### src/rtl/sdram_sched_pkg.sv
// sdram_sched_pkg: shared state encodings, widths and default parameters for the page scheduler
package sdram_sched_pkg;

    typedef enum logic [1:0] {
        IDLE  = 2'd0,
        W_ACK = 2'd1,
        R_ACK = 2'd2,
        BUSY  = 2'd3
    } sched_state_e;

    localparam int PTR_W  = 15;
    localparam int USED_W = 16;
    localparam int LVL_W  = 11;

    localparam logic [LVL_W-1:0] WR_PRIO_LEVEL = 11'd1536;

    localparam int RING_ROWS_DEF   = 16384;
    localparam int WR_THRESH_DEF   = 512;
    localparam int RD_ROOM_DEF     = 1152;
    localparam int FILL_TRIG_DEF   = 32;
    localparam int ACK_TIMEOUT_DEF = 4096;

endpackage

### src/rtl/sdram_ring_ptr.sv
// sdram_ring_ptr: circular row pointer that advances by one and wraps ROWS-1 back to 0
module sdram_ring_ptr
    import sdram_sched_pkg::*;
#(
    parameter int ROWS = RING_ROWS_DEF
) (
    input  logic             clk_i,
    input  logic             rst_ni,
    input  logic             inc_i,
    output logic [PTR_W-1:0] ptr_o
);

    localparam logic [PTR_W-1:0] LAST = PTR_W'(ROWS - 1);

    logic [PTR_W-1:0] ptr_q;

    // advance on request, wrapping at the end of the ring
    always_ff @(posedge clk_i) begin
        if (!rst_ni) ptr_q <= '0;
        else if (inc_i) ptr_q <= (ptr_q == LAST) ? '0 : ptr_q + PTR_W'(1);
    end

    assign ptr_o = ptr_q;

endmodule

### src/rtl/sdram_page_scheduler.sv
// sdram_page_scheduler: arbitrates page writes and reads over an SDRAM row ring buffer
module sdram_page_scheduler
    import sdram_sched_pkg::*;
#(
    parameter int RING_ROWS   = RING_ROWS_DEF,
    parameter int WR_THRESH   = WR_THRESH_DEF,
    parameter int RD_ROOM     = RD_ROOM_DEF,
    parameter int FILL_TRIG   = FILL_TRIG_DEF,
    parameter int ACK_TIMEOUT = ACK_TIMEOUT_DEF
) (
    input  logic              sdram_clk,
    input  logic              resetin_n,
    input  logic              sdram_wren,
    input  logic              sdram_rden,
    input  logic [LVL_W-1:0]  infifo_level,
    input  logic [LVL_W-1:0]  outfifo_level,
    input  logic              cmd_ack,
    input  logic              cmd_done,
    output logic              cmd_pagewrite,
    output logic              cmd_pageread,
    output logic [PTR_W-1:0]  rowaddr,
    output logic [USED_W-1:0] used_rows,
    output logic              fill_level_trigger,
    output logic              fault_overflow,
    output logic              fault_timeout,
    output logic              busy
);

    localparam int CNT_W = $clog2(ACK_TIMEOUT + 1);
    localparam logic [CNT_W-1:0]  TO_LAST = CNT_W'(ACK_TIMEOUT - 1);
    localparam logic [USED_W-1:0] RING_W  = USED_W'(RING_ROWS);
    localparam logic [USED_W-1:0] FILL_W  = USED_W'(FILL_TRIG);
    localparam logic [LVL_W-1:0]  WR_T    = LVL_W'(WR_THRESH);
    localparam logic [LVL_W-1:0]  RD_T    = LVL_W'(RD_ROOM);

    sched_state_e      state_q;
    logic [PTR_W-1:0]  rowaddr_q, wr_ptr, rd_ptr;
    logic [USED_W-1:0] used_q, used_d;
    logic [CNT_W-1:0]  cnt_q;
    logic last_wr_q, cmd_wr_q, cmd_rd_q, busy_q, fovf_q, fto_q, fill_q;
    logic wr_el, rd_el, ovf, grant_wr, grant_rd, inc_wr, inc_rd;

    // eligibility, arbitration and pointer advance decoded from current state
    always_comb begin
        wr_el    = sdram_wren && infifo_level >= WR_T && used_q < RING_W;
        ovf      = sdram_wren && infifo_level >= WR_T && used_q == RING_W;
        rd_el    = sdram_rden && used_q != '0 && outfifo_level <= RD_T;
        grant_wr = state_q == IDLE && wr_el && (!rd_el || infifo_level >= WR_PRIO_LEVEL || !last_wr_q);
        grant_rd = state_q == IDLE && rd_el && !grant_wr;
        inc_wr   = state_q == W_ACK && cmd_ack;
        inc_rd   = state_q == R_ACK && cmd_ack;
        used_d   = used_q + USED_W'(inc_wr) - USED_W'(inc_rd);
    end

    sdram_ring_ptr #(.ROWS(RING_ROWS)) u_wr_ptr (
        .clk_i (sdram_clk),
        .rst_ni(resetin_n),
        .inc_i (inc_wr),
        .ptr_o (wr_ptr)
    );

    sdram_ring_ptr #(.ROWS(RING_ROWS)) u_rd_ptr (
        .clk_i (sdram_clk),
        .rst_ni(resetin_n),
        .inc_i (inc_rd),
        .ptr_o (rd_ptr)
    );

    // command FSM with registered command, busy, fault and fill outputs
    always_ff @(posedge sdram_clk) begin
        if (!resetin_n) begin
            state_q   <= IDLE;
            rowaddr_q <= '0;
            used_q    <= '0;
            cnt_q     <= '0;
            last_wr_q <= 1'b0;
            cmd_wr_q  <= 1'b0;
            cmd_rd_q  <= 1'b0;
            busy_q    <= 1'b0;
            fovf_q    <= 1'b0;
            fto_q     <= 1'b0;
            fill_q    <= 1'b0;
        end else begin
            used_q <= used_d;
            fill_q <= used_d > FILL_W;
            case (state_q)
                IDLE: begin
                    if (ovf) fovf_q <= 1'b1;
                    if (grant_wr || grant_rd) begin
                        state_q   <= grant_wr ? W_ACK : R_ACK;
                        rowaddr_q <= grant_wr ? wr_ptr : rd_ptr;
                        cmd_wr_q  <= grant_wr;
                        cmd_rd_q  <= grant_rd;
                        busy_q    <= 1'b1;
                        cnt_q     <= '0;
                    end
                end
                W_ACK, R_ACK: begin
                    if (cmd_ack) begin
                        state_q   <= BUSY;
                        last_wr_q <= state_q == W_ACK;
                        cmd_wr_q  <= 1'b0;
                        cmd_rd_q  <= 1'b0;
                    end else if (cnt_q == TO_LAST) begin
                        state_q  <= IDLE;
                        fto_q    <= 1'b1;
                        cmd_wr_q <= 1'b0;
                        cmd_rd_q <= 1'b0;
                        busy_q   <= 1'b0;
                    end else begin
                        cnt_q <= cnt_q + CNT_W'(1);
                    end
                end
                BUSY: begin
                    if (cmd_done) begin
                        state_q <= IDLE;
                        busy_q  <= 1'b0;
                    end
                end
                default: begin
                    state_q  <= IDLE;
                    cmd_wr_q <= 1'b0;
                    cmd_rd_q <= 1'b0;
                    busy_q   <= 1'b0;
                end
            endcase
        end
    end

    assign cmd_pagewrite      = cmd_wr_q;
    assign cmd_pageread       = cmd_rd_q;
    assign rowaddr            = rowaddr_q;
    assign used_rows          = used_q;
    assign fill_level_trigger = fill_q;
    assign fault_overflow     = fovf_q;
    assign fault_timeout      = fto_q;
    assign busy               = busy_q;

endmodule

### config.mk
export PLATFORM = sky130hd
export DESIGN_NAME = sdram_page_scheduler
export DESIGN_NICKNAME = d
export VERILOG_FILES = /design/src/rtl/sdram_sched_pkg.sv /design/src/rtl/sdram_ring_ptr.sv /design/src/rtl/sdram_page_scheduler.sv
export SDC_FILE = /design/constraint.sdc
export NUM_CORES = 1
export LEC_CHECK = 0
export CORE_ASPECT_RATIO = 1.4
export CORE_MARGIN = 2
export CORE_UTILIZATION = 57
export CTS_BUF_LIST = sky130_fd_sc_hd__clkbuf_8
export DETAILED_ROUTE_END_ITERATION = 12
export PLACE_DENSITY_LB_ADDON = 0.15
export SETUP_SLACK_MARGIN = 0.2
export SLEW_MARGIN = 20
export SYNTH_ARGS = -nofsm -noshare
export SYNTH_HDL_FRONTEND = slang
export SYNTH_HIERARCHICAL = 1
export SYNTH_SLANG_ARGS = --single-unit
### constraint.sdc
create_clock -name sdram_clk -period 4.3 [get_ports sdram_clk]
set_input_delay 0.43 -clock sdram_clk [delete_from_list [all_inputs] [get_ports sdram_clk]]
set_output_delay 0.43 -clock sdram_clk [all_outputs]
set_load 0.005 [all_outputs]
# Word-level counts from Yosys, hierarchy flattened
# Cells that the tools add are included.
# W data, S select, Z words.
# word_totals
ff_bits	83
input_bits	28
output_inout_bits	37
elab_cells	89
# classes
n_addsub	5
order_cmp	5
eq_ne	13
n_mux	23
bitwise_logic	1
n_reduce_logical	29
# ops
operator	count
$mux W15	3
$mux W13	3
$add A15 B1 Y15 const B	2
$eq A15 B14 Y1 const B	2
$pmux W13 S2	1
$add A16 B1 Y16	1
$eq A16 B15 Y1 const B	1
$gt A16 B6 Y1 const B	1
$lt A16 B15 Y1 const B	1
$reduce_bool A16 Y1	1
$sub A16 B1 Y16	1
$add A13 B1 Y13 const B	1
$eq A13 B12 Y1 const B	1
$ge A11 B10 Y1 const B	1
$ge A11 B11 Y1 const B	1
$le A11 B11 Y1 const B	1
$logic_and A1 B1 Y1	11
$mux W2	5
$reduce_and A3 Y1	3
$ne A2 B2 Y1 const B	4
$reduce_and A4 Y1	2
$mux W1	7
$pmux W2 S3	1
$reduce_and A2 Y1	3
12 further kinds	18

# Logic depth before layout (Yosys ltp)
# logic_depth
word_depth	12
depth_mapped	15
ltp_nobuf	15

# Cells and area by module
# The synthesis kept the hierarchy.
# by_module_without_submodules
mod	instances	cells_each	area_each_um2	seq_area_each_um2
sdram_page_scheduler	1	403	3338.2	1061.0
sdram_ring_ptr	2	66	670.6	300.3

# Least setup slack after synthesis
# Ideal clock, no wire load.
# synth_timing
kind	in2reg
from	input port cmd_ack
to	register fill_q, in the netlist fill_level_trigger
setup_time_ns	0.132
arrival_ns	3.412
required_time_ns	4.168
setup_slack_ns	0.755
cell_stages	14
n_path_buf	1
path_cell_list	clkbuf_1 and2_1 ha_1 inv_1 ha_1 inv_1 fa_1 nor2b_1 o311ai_0 a311o_1 nor2b_1 o311ai_0 o2111a_1 a21oi_1
# synth_between
word_cells_on_any_way	5
cone_classes	add/sub (2); order compare (1); reduce/logical (2)
# synth_rtl
item	line_no	source
start, declared	sdram_page_scheduler.sv:17	input logic cmd_ack,
$logic_and A1 B1 Y1	sdram_page_scheduler.sv:51	inc_rd = state_q == R_ACK && cmd_ack;
named net inc_rd	sdram_page_scheduler.sv:41	logic wr_el, rd_el, ovf, grant_wr, grant_rd, inc_wr, inc_rd;
$sub A16 B1 Y16	sdram_page_scheduler.sv:52	used_d = used_q + USED_W'(inc_wr) - USED_W'(inc_rd);
$gt A16 B6 Y1	sdram_page_scheduler.sv:85	fill_q <= used_d > FILL_W;
end signal, assigned	sdram_page_scheduler.sv:85	
end, declared	sdram_page_scheduler.sv:40	logic last_wr_q, cmd_wr_q, cmd_rd_q, busy_q, fovf_q, fto_q, fill_q;
# The timed path passes the listed nets, and every way through them passes these cells.
# A chain may end at the register's enable or synchronous reset.

# Worst setup path after layout
# Ends and elaborated chain as after synthesis.

==> results.json <==
{
  "n_antenna_cell": 0,
  "final_cell_mix": "dfxtp_1, nor2_1, clkdlybuf4s50_1",
  "grt_pass1_wl_mm": 18.77,
  "port_buffers": 55,
  "cap_violations": 0,
  "final_common_cell": "dfxtp_1",
  "fin_nets": 646,
  "insertion_delay_ps": 360,
  "die_area_um2": 8960,
  "synth_top_cell_area_share_pct": 35.51,
  "wl_per_cell_um": 15.94,
  "ys_async_sr_fraction_pct": 0,
  "p_int_w": 0.002166,
  "synth_cell_type_count": 66,
  "routed_wl_mm": 11.04,
  "period_needed_ps": 3752,
  "synth-main-ff-cell": "dfxtp_1",
  "p_comb_share_pct": 55.1,
  "fmax_mhz": 266.5,
  "drc": 0,
  "netlist_instances": 535,
  "slew_violations": 0,
  "ys_ff_latch": 83,
  "fill_cells": 667,
  "die_h_um": 111.2,
  "setup_ws_ps": 547.8,
  "place_ws_ps": 95.69,
  "synth.avg_cell_area_um2": 8.747,
  "core_um2": 8051,
  "power.density_nw_per_um2": 657.4,
  "hpwl_mm": 8.234,
  "arrival_ps": 3990,
  "clk_pin_slew_worst_paths_ps": 80,
  "syn-cell-area_um2": 4679,
  "grt_pass1_vias": 4090,
  "cts.path.max_buffers": 2,
  "worst_ir_drop_vdd_uv": 394.9,
  "first_iter_violations": 215,
  "cts_tree": "done",
  "dr.pass1.iters": 5,
  "setup.worst_path.class": "primary input to flip-flop",
  "num_vias": 4089,
  "syn_to_final_growth_pct": 18.10,
  "final_antenna_net_count": 0,
  "cts-htree-levels": 3,
  "outcome": "complete, no violations",
  "setup_viol": 0,
  "crit_fanout": 10,
  "synth_top_cell_by_area": "dfxtp_1",
  "synth_enable_flop_cells": 0,
  "required_ps": 4540,
  "initial_core_util_pct": 58.12,
  "grt_antenna_before_repair": 0,
  "switchingPower_w": 0.001467,
  "max_slew.worst_pin.slew_ps": 1053,
  "rows": 39,
  "post-route-util_pct": 68.64,
  "grt_max_degree": 34,
  "yosysSeqAreaShare_pct": 35.51,
  "clkPwrFrac_pct": 16.9,
  "numCtsBuffers": 9,
  "p_leak_nw": 2.111,
  "cts.sinks": 83,
  "avgViaCountPerCell": 5.900,
  "dieWidth_um": 80.58,
  "hold_path.class": "flip-flop to flip-flop",
  "rsz0062_at_grt": "no",
  "pwr-share-seq_pct": 28.0,
  "ys_warn_count": 6,
  "cts-root-buf": "clkbuf_8",
  "crit_path_end_kind": "flip-flop",
  "switching_share_pct": 40.38,
  "max-slew-margin-rel_pct": 29.77,
  "overflow": 0,
  "finalClockSkew_ps": 9.400,
  "track_usage_pct": 26.60,
  "gp_congestion": 0.8723,
  "startpoint_type": "primary input",
  "synthTopCellsByArea": "dfxtp_1, ha_1, nor2_1",
  "final_layout_size_suffix_gt1_share_pct": 6.261,
  "fin_crit_sh_pct": 87.26,
  "tns_ps": 0,
  "boundaryPins": 65,
  "synth_nets": 595,
  "hold_violations": 0
}
Yosys cell counts (10+ instances only):
master and number:
nor2_1 71, a211oi_1 17, ha_1 31, o21ai_0 12
inv_1 30, clkbuf_1 14, nand3_1 11, nand4_1 10
xor2_1 17, nand2_1 41, dfxtp_1 83, mux2i_1 20
nor3_1 12, a21oi_1 26, xnor2_1 15
layer usage:
metal,share of wire (%),vias up,wire length (um),global-route usage (%)
li1,-,2015,-,-
met1,39,1922,4328,29.17
met2,53,118,5803,47.61
met3,4.1,34,448,5.456
met4,4.2,0,462,12.43
met5,0,-,0,0
final timing paths:
kind                            cells after the start                 end  startpoint  slack [ps]
worst max-delay path                               14  fill_level_trigger     cmd_ack         550
worst min-delay path                                2           cnt_q[12]   cnt_q[12]         440
worst max register to register                     15  fill_level_trigger  state_q[0]         630
worst min register to register                      2           cnt_q[12]   cnt_q[12]         440
power groups by stage:
stage	clock network, W	registers, W	logic, W
after floorplan	0	0.00103	0.00138
after global placement	0	0.00103	0.00194
after detailed placement	0	0.00103	0.00198
after CTS	0.000624	0.00102	0.00199
after global routing	0.000661	0.00103	0.00224
final	0.000615	0.00102	0.00200
state kept, by name (all words and copies together) (netlist names):
register	count
u_wr_ptr/ptr_o	15
rowaddr	15
busy	1
cmd_pageread	1
u_rd_ptr/ptr_o	15
fault_overflow	1
fill_level_trigger	1
cnt_q	13
state_q	2
last_wr_q	1
cmd_pagewrite	1
used_rows	16
fault_timeout	1
through the flow:
stage	cells	hold WS [ps]	cell area, um2	total power, W
after global placement	677	419.5	5308	0.002965
after floorplan	535	406.8	4679	0.002404
final	693	438.6	5527	0.003633
after global routing	693	474.9	5527	0.003931
after CTS	693	440.5	5527	0.003635
after detailed placement	677	425.0	5308	0.003013
timing repair:
item | 4_1_cts | 5_1_grt
setup endpoints to repair | 0 | 1
setup buffers | 0 | 0
hold buffers | 0 | 0
resized for setup | 0 | 1
critical path: stages:
cell and delay, ps:
clkdlybuf4s50_1 670, and2_1 230, ha_1 240, inv_1 60, ha_1 180, inv_1 60, fa_1 400, nor2b_1 160
o311ai_0 250, a311o_1 500, nor2b_1 180, o311ai_1 340, o2111a_1 220, a21oi_1 60
kinds of logic (layout without fill, tap and decap cells):
group,Yosys count,count (layout),share of synthesized area (%)
buf+inv,50,106,4.385
compound gates,112,112,17.99
flops,83,83,35.51
fa+ha+maj,32,32,8.717
mux,21,21,4.519
xor+xnor,32,32,5.989
simple gates,205,205,22.89
final cells by class:
| cell class | count | area [um2] | share of cell area (%) |
|---|---|---|---|
| clock buffers | 10 | 137.6 | 2.490 |
| clock inverters | 6 | 81.33 | 1.472 |
| inverters | 31 | 116.4 | 2.106 |
| multi-input cells | 402 | 2821 | 51.05 |
| flip-flops and latches | 83 | 1662 | 30.07 |
| well taps | 102 | 127.6 | 2.309 |
| repair buffers | 59 | 580.6 | 10.50 |
(Power assumes the default switching activity.)
